<file path="src/rtl/sram_pkg.sv">
// sram_pkg: shared widths and loader state encoding for the instruction SRAM write path
package sram_pkg;
  localparam int WORD_W         = 48;
  localparam int WORDS_PER_LINE = 5;
  localparam int LINE_W         = WORD_W * WORDS_PER_LINE;
  localparam int ADDR_W         = 8;
  localparam int IDX_W          = 3;
  typedef enum logic [1:0] {ST_IDLE, ST_FILL, ST_WRITE, ST_DONE} loader_state_t;
endpackage

</file>
<file path="src/rtl/sram_line_packer.sv">
// sram_line_packer: shifts accepted words into a 240-bit line so word 0 lands in bits 47:0 once the line is full
module sram_line_packer
  import sram_pkg::*;
(
  input  logic              clk,
  input  logic              rst,
  input  logic              i_clr,
  input  logic              i_wr,
  input  logic [WORD_W-1:0] i_word,
  output logic [LINE_W-1:0] o_line,
  output logic              o_last
);
  logic [IDX_W-1:0]  r_idx;
  logic [LINE_W-1:0] r_line;
  assign o_last = r_idx == IDX_W'(WORDS_PER_LINE - 1);
  assign o_line = r_line;
  // word index within the current line; wraps after the last slot
  always_ff @(posedge clk)
    if (rst || i_clr) r_idx <= '0;
    else if (i_wr) r_idx <= o_last ? '0 : r_idx + 1'b1;
  // new words enter at the top slot and older ones shift down, so after five words the line is in order
  always_ff @(posedge clk)
    if (rst) r_line <= '0;
    else if (i_wr) r_line <= {i_word, r_line[LINE_W-1:WORD_W]};
endmodule

</file>
<file path="src/rtl/i_sram_loader.sv">
// i_sram_loader: streams 48-bit words into 240-bit SRAM lines at auto-incrementing addresses; checksum enabled by I_SRAM_LOADER_CHECKSUM_EN
module i_sram_loader
  import sram_pkg::*;
(
  input  logic              clock,
  input  logic              reset,
  input  logic              start,
  input  logic [ADDR_W-1:0] base_addr,
  input  logic [ADDR_W:0]   line_count,
  input  logic              in_valid,
  input  logic [WORD_W-1:0] in_data,
  output logic              in_ready,
  output logic              WE,
  output logic [ADDR_W-1:0] WriteAddress,
  output logic [LINE_W-1:0] WriteBus,
  output logic              busy,
  output logic              done,
  output logic [15:0]       checksum
);
  loader_state_t     r_state;
  loader_state_t     w_next;
  logic [ADDR_W-1:0] r_addr;
  logic [ADDR_W:0]   r_remaining;
  logic              w_start;
  logic              w_accept;
  logic              w_last;
  assign w_start      = r_state == ST_IDLE && start;
  assign w_accept     = r_state == ST_FILL && in_valid;
  assign in_ready     = r_state == ST_FILL;
  assign WE           = r_state == ST_WRITE;
  assign busy         = r_state != ST_IDLE;
  assign done         = r_state == ST_DONE;
  assign WriteAddress = r_addr;
  sram_line_packer u_packer (
    .clk    (clock),
    .rst    (reset),
    .i_clr  (w_start),
    .i_wr   (w_accept),
    .i_word (in_data),
    .o_line (WriteBus),
    .o_last (w_last)
  );
  // state register
  always_ff @(posedge clock)
    if (reset) r_state <= ST_IDLE;
    else r_state <= w_next;
  // next-state decode; a zero-line transfer skips straight to completion
  always_comb begin
    w_next = r_state;
    unique case (r_state)
      ST_IDLE:  w_next = w_start ? (line_count == '0 ? ST_DONE : ST_FILL) : ST_IDLE;
      ST_FILL:  w_next = w_accept && w_last ? ST_WRITE : ST_FILL;
      ST_WRITE: w_next = r_remaining == (ADDR_W + 1)'(1) ? ST_DONE : ST_FILL;
      ST_DONE:  w_next = ST_IDLE;
    endcase
  end
  // line address and lines-left counters, advanced once per written line
  always_ff @(posedge clock)
    if (reset) begin
      r_addr      <= '0;
      r_remaining <= '0;
    end else if (w_start) begin
      r_addr      <= base_addr;
      r_remaining <= line_count;
    end else if (r_state == ST_WRITE) begin
      r_addr      <= r_addr + 1'b1;
      r_remaining <= r_remaining - 1'b1;
    end
`ifdef I_SRAM_LOADER_CHECKSUM_EN
  logic [15:0] r_checksum;
  // XOR fold of each accepted word's three 16-bit lanes, cleared on every accepted start
  always_ff @(posedge clock)
    if (reset || w_start) r_checksum <= '0;
    else if (w_accept) r_checksum <= r_checksum ^ in_data[15:0] ^ in_data[31:16] ^ in_data[47:32];
  assign checksum = r_checksum;
`else
  assign checksum = '0;
`endif
endmodule

</file>
<file path="config.mk">
export PLATFORM = sky130hd
export DESIGN_NAME = i_sram_loader
export DESIGN_NICKNAME = d
export VERILOG_FILES = /design/src/rtl/sram_pkg.sv /design/src/rtl/sram_line_packer.sv /design/src/rtl/i_sram_loader.sv
export SDC_FILE = /design/constraint.sdc
export NUM_CORES = 1
export LEC_CHECK = 0
export CAP_MARGIN = 10
export CORE_ASPECT_RATIO = 1.75
export CORE_UTILIZATION = 33
export CTS_CLUSTER_DIAMETER = 200
export DETAILED_ROUTE_END_ITERATION = 7
export GPL_ROUTABILITY_DRIVEN = 0
export PLACE_DENSITY = 0.73
export SYNTH_ARGS = -nofsm -noshare
export SYNTH_HDL_FRONTEND = slang
export SYNTH_SLANG_ARGS = --single-unit
</file>
<file path="constraint.sdc">
create_clock -name clock -period 2.06 [get_ports clock]
set_input_delay 0.309 -clock clock [delete_from_list [all_inputs] [get_ports clock]]
set_output_delay 0.309 -clock clock [all_outputs]
set_load 0.05 [all_outputs]
</file>
==> metrics.txt <==
P&R area growth vs syn 45.2%; CTS tree done; synth top area cells dfxtp_1 (54%), nand2_1 (19%), a21oi_1 (13%); Netlist cell types around 50; Syn. warnings 0; crit-path max FO 2; Tot GR Track Use 0.190; initial antenna violation count 1; largest stage delay on the critical path 0.86 ns; Clock Tree Root clkbuf_16; Final period util 0.983; Post-CTS Setup Inserts 0; Clk Latency, worst-skew pair about 0.53 ns; Worst Slack Setup Final between 0.03 and 0.04 ns; Setup TNS Final 0 ns; Mapped Avg Cell Area ~8.1 um2; leading area contributor after synthesis dfxtp_1; Leak around 6.5 nW; cts bufs inserted 24; PortBufs 320; area of the multi-input gates between 0.003 and 0.004 mm2; die width 132 um; Die H between 200 and 250 um; register bit total from synthesis approximately 260; share of the synthesized area in the top cell type 0.535; final hold violations 0; startpoint types register; DR vias around 9k; H-tree levels 1; Via-to-Cell Ratio approximately 4.7; initial cell density of the core 0.335; Pwr Density 777 mW/mm2; share of cells above drive strength 1 0.0670; drt wl/cell roughly 16 um; drt drc 0; CP Capture Type output port; Layout fillers 2816; total power draw roughly 11 mW; Max Fclk roughly 500 MHz; Crit Path Class register to output port; top_reg_cell synth dfxtp_1; total iterations of the first detailed-routing run 5; Hold WC Path Type primary input to register; grt total ovfl 0; fraction of registers with async set or reset after synthesis 0; 1st-iter DRT viols 430; post-route ant nets 0; status finished clean; clock buffer depth 3; Post-Syn Area slightly below 0.01 mm2; num rows 83; Place WS 0.159 ns; die area 0.0304 mm2; Worst Skew 0.00919 ns; Final nets roughly 1.6k; clock sinks 262; critical-path cell list clkdlybuf4s50_1; Cells after Synth about 1.2k; I/O pins between 300 and 400; Arr. time, crit path between 1.5 and 2 ns; global-route wire length before repair approximately 46000 um; Post-synth EDFFs 0; hold_buf cts 0; maximum VDD drop between 600 and 700 uV; post-synthesis sequential area ratio 0.535; pin count of the biggest net entering global routing 74; final setup vio count 0; Worst slew margin 0.603; CTS clk-pin slew, worst paths around 0.070 ns; Worst path slowest cell clkdlybuf4s50_1; Bufs and invs on worst path 1; Slew Viols, Final 0; min Tclk post-route around 2.0 ns; Register Area between 0.005 and 0.006 mm2; Total Routed Length 29600 um; vias in the first global route approximately 8.4k; DP HPWL around 21000 um; Max Cap Violations 0; CP delay by family, top buffers and inverters; post-layout util 0.486; Req. time, crit path approximately 1.8 ns; Worst Tran Pin Value roughly 0.6 ns; Core ar. roughly 0.029 mm2
-- routing by layer --
| metal | up-vias | global-route usage | wire length [um] |
|---|---|---|---|
| li1 | 4505 | - | - |
| met1 | 4120 | 0.219 | 11600 |
| met2 | 302 | 0.330 | 15000 |
| met3 | 73 | 0.0317 | 1440 |
| met4 | 0 | 0.106 | 1540 |
| met5 | - | 0 | 0 |
-- worst paths after layout --
path	start	end	slack [ns]	cells past startpoint
worst max-delay path	u_packer.o_line[0]	WriteBus[0]	0.03	1
worst min-delay path	in_data[10]	u_packer.o_line[202]	0.33	3
worst max register to register	r_state[0]	u_packer.o_line[59]	0.42	5
worst min register to register	u_packer.o_line[14]	u_packer.o_line[14]	0.45	2
-- through the flow --
stage          cells  cell area [um2]  hold WS [ns]
2_1_floorplan   1228             9860         0.439
3_3_place_gp    1860            13300         0.442
3_5_place_dp    1860            13300         0.448
4_1_cts         1904            14000         0.302
5_1_grt         1905            14200         0.322
6_report        1905            14200         0.330
-- worst register-to-register path: stages (launching register included) --
cell and delay (ns):
dfxtp_1 0.58, and2b_4 0.29, nand2_8 0.19, buf_12 0.27, nand2_1 0.12, a21oi_1 0.06
-- logic make-up after synthesis --
group | synth area share
buf+inv | 0.0767
flops | 0.535
compound gates | 0.156
mux | 0.00204
other cells | 0.000383
xor+xnor | 0.00447
fa+ha+maj | 0.00638
simple gates | 0.219
-- cell usage after synthesis (2+ instances only) --
cell type / instances
buf_2: 34
buf_4: 18
nor4_1: 3
dfxtp_1: 262
or3_1: 3
clkbuf_1: 27
a22oi_1: 4
nand2_1: 488
nor2_1: 9
and3_1: 2
a31oi_1: 4
a21oi_1: 254
a2bb2oi_1: 2
nor2b_1: 2
o21ai_0: 5
o21a_1: 2
a211oi_2: 5
ha_1: 5
nand3_1: 5
o21ai_1: 2
mux2i_1: 2
xor2_1: 4
buf_6: 25
nand4_1: 7
inv_1: 8
buf_8: 2
nor3_1: 5
-- flip-flops by register name, indices dropped and copies added (netlist names) --
register	cells
WriteAddress	8
r_remaining	9
r_state	2
u_packer.o_line	240
u_packer.r_idx	3
-- layout by cell type, fill, tap and decap left out, drive strengths merged, types with 11 or more instances in the layout --
| master | n |
|---|---|
| clkbuf | 34 |
| nor2 | 11 |
| dlymetal6s2s | 75 |
| buf | 46 |
| dfxtp | 262 |
| dlygate4sd2 | 82 |
| nand2 | 490 |
| clkdlybuf4s50 | 153 |
| a21oi | 254 |
| conb | 16 |
-- report_power, final --
part	switching, mW	leakage [nW]	total (mW)	internal (mW)
clock network	1.95	0.416	4.79	2.84
logic	0.695	3.97	1.06	0.366
registers	0.0777	2.12	5.22	5.14
-- cell type report --
cell class                      count  area share
Clock buffer                       33      0.0482
Antenna cell                        1    0.000176
Sequential cell                   262       0.368
Inverter                            8     0.00211
Clock inverter                     11      0.0113
Tap cell                          382      0.0336
Multi-Input combinational cell    851       0.272
Timing Repair Buffer              357       0.264
-- repair_timing --
item                                    4_1_cts  5_1_grt
hold endpoints to repair                      0        0
resized for setup                            82       75
endpoints found under the setup margin       82       75
(Power assumes the default switching activity.)
==> RTL change, RTL diff (same settings) <==
The 4 states of `loader_state_t` get a one-hot encoding in 4 bits.
--- a/src/rtl/sram_pkg.sv
+++ b/src/rtl/sram_pkg.sv
@@ -5,6 +5,6 @@
   localparam int LINE_W         = WORD_W * WORDS_PER_LINE;
   localparam int ADDR_W         = 8;
   localparam int IDX_W          = 3;
-  typedef enum logic [1:0] {ST_IDLE, ST_FILL, ST_WRITE, ST_DONE} loader_state_t;
+  typedef enum logic [3:0] {ST_IDLE = 4'b0001, ST_FILL = 4'b0010, ST_WRITE = 4'b0100, ST_DONE = 4'b1000} loader_state_t;
 endpackage
 
Behaviour: same outputs for any inputs over 4 cycles, from zero or initial values and one cycle with reset high; so few cycles prove little.
==> RTL change against the original RTL <==
  * Setup slack gained 0.0076 ns
  * Critical path type unchanged
  * Wire length grew 0.12%
  * Total power shrank 5.8%
  * Register-to-register slack lost 0.32 ns
  * Sequential cell count grew 2
  * Design area is essentially flat
  * Critical endpoint is now WriteBus[209]
  * Via count shrank 0.14%
  * Synthesized cell count is the same
  * Area after synthesis shrank 2.3%
  * Clock power shrank 4.4%
  * Non-clock buffer count grew 6
  * Clock skew grew 0.0082 ns
  * Core utilization grew 1.2 points
==> RTL change: results (changes against the original RTL) <==
| Metric | Value |
|---|---|
| Outcome | finished clean (unchanged) |
| Number of synthesized flops with an enable pin | 0 (unchanged) |
| Seq/Total Area, Yosys | 55.2% (was 53.5%) |
| Input/output buffers | 320 (unchanged) |
| Final period util | 98.0% (was 98.3%) |
| Max VDD drop | 0.000572 V (was 0.000637 V) |
| Clock transition at the registers of the reported paths | 0.07 ns (about the same) |
| Setup WS pre-CTS | 0.188 ns (was 0.159 ns) |
| Total Wirelength | 29600 um (about the same) |
| CP startpoint | u_packer.o_line[209] (was u_packer.o_line[0]) |
| Area of the multi-input gates | 3830 sq um (was 3870 sq um) |
| Number of multi-input logic gates | 853 (was 851) |
| Fill count | 2711 (was 2816) |
| Slew at the pin closest to its max-slew limit | 0.676 ns (was 0.599 ns) |
| DR vias | 8987 (was 9000) |
| M3 GR Usage | 3.64% (was 3.17%) |
| Crit path to | WriteBus[209] (was WriteBus[0]) |
| Largest net degree at the start of global routing | 80 (was 74) |
| Synth top area cells | dfxtp_1, nand2_1, a21oi_1 (unchanged) |
| Hpwl dp | 21100 um (was 21400 um) |
| First-pass GRT wire length | 44000 um (was 45800 um) |
| FF-to-FF End | WriteAddress[6] (was u_packer.o_line[59]) |
| Layout cells sized above 1 | 7.04% (was 6.70%) |
| Total GRT Usage | 19.0% (about the same) |
| Slowest stage delay, CP | 0.82 ns (was 0.86 ns) |
| Static Leakage | 6.50 nW (about the same) |
| Crit path DAT | 1.71 ns |
| Cell count after placement | 1864 (was 1860) |
| GR Util met2 | 32.5% (was 33.0%) |
| Inverters | 8 (unchanged) |
| FF-to-FF setup slack | 0.10 ns (was 0.42 ns) |
| Total CTS buffers | 25 (was 24) |
| Seq area share | 37.1% (was 36.8%) |
| Critical R2R Launch | r_state[1] (was r_state[0]) |
| DRT iter0 DRCs | 548 (was 430) |
| Wirelength per Cell | 15.5 um (about the same) |
| Synth cell count leaders | nand2_1, dfxtp_1, a21oi_1 (unchanged) |
| Vias in the first global route | 8039 (was 8355) |
| Post-route clock skew | 0.0174 ns (was 0.00919 ns) |
| Htree depth | 1 (unchanged) |
| Met3 wire len | 1670 um (was 1440 um) |
| Maximum root-to-sink buffer count | 3 (unchanged) |
| Met1 usage | 22.3% (was 21.9%) |
| Num Clock Sinks | 264 (was 262) |
| Clock buffer count | 35 (was 33) |
| Synth unique cells | 42 (was 51) |
| NonClk Buf Share | 26.6% (was 26.4%) |
| Met1 WL | 11700 um (was 11600 um) |
| Crit-path leading delay family | buffers and inverters (unchanged) |
| Path depth of the worst reg2reg path | 6 (was 5) |
| Number of diodes | 1 (unchanged) |
| Buffers excl. clock | 363 (was 357) |
| Met2 Wirelength | 14900 um (was 15000 um) |
| Worst Path Max Fanout | 3 (was 2) |
| Clock-cell share | 5.74% (was 5.95%) |
| Initial antenna violation count | 1 (unchanged) |
| Pre-Repair DR Iteration Count | 5 (unchanged) |
| Net count, final | 1589 (was 1578) |
| CP max-delay cell | clkdlybuf4s50_1 (unchanged) |
-- RTL change: worst min-delay path by stage --
stage,from,depth (start not counted),endpoint,slack [ns]
2_1_floorplan,u_packer.r_idx[2],2,r_state[2],0.44
3_3_place_gp,u_packer.o_line[5],2,u_packer.o_line[5],0.44
3_5_place_dp,u_packer.o_line[23],2,u_packer.o_line[23],0.45
4_1_cts,in_data[2],3,u_packer.o_line[194],0.29
5_1_grt,in_data[38],3,u_packer.o_line[230],0.30
6_report,in_data[30],3,u_packer.o_line[222],0.32
-- RTL change: cells by family (layout without fill, tap and decap cells) --
group / Yosys count / in the layout / share of synthesized area [%]
xor gates and xnor gates: 2 / 2 / 0.183
DFF: 264 / 264 / 55.2
and+or+nand+nor: 543 / 543 / 22.5
AOI/OAI and AO/OA: 287 / 287 / 15.7
adders and majority gates: 5 / 5 / 0.654
other: 1 / 17 / 0.0392
buffers and inverters: 111 / 417 / 5.65
-- RTL change: where the power goes --
group,switching (W),internal (W)
sequential,0.0000402,0.00514
clock,0.00200,0.00259
combinational,0.000405,0.000255
total,0.00244,0.00798
-- RTL change: what timing repair did --
| action | 4_1_cts | 5_1_grt |
|---|---|---|
| hold endpoints to repair | 0 | 0 |
| resized for setup | 107 | 73 |
| cloned | 0 | 0 |
| buffers inserted | 1 | 2 |
| pin swaps | 1 | 1 |
| endpoints found under the setup margin | 104 | 71 |
-- RTL change: per-stage QoR --
| step | hold WS, ns | cell area, sq um | total power (W) |
|---|---|---|---|
| after floorplan | 0.445 | 9640 | 0.00568 |
| final | 0.317 | 14200 | 0.0104 |
| after CTS | 0.291 | 14100 | 0.0105 |
| after global placement | 0.442 | 13300 | 0.00595 |
| after global routing | 0.304 | 14200 | 0.0108 |
| after detailed placement | 0.445 | 13300 | 0.00595 |
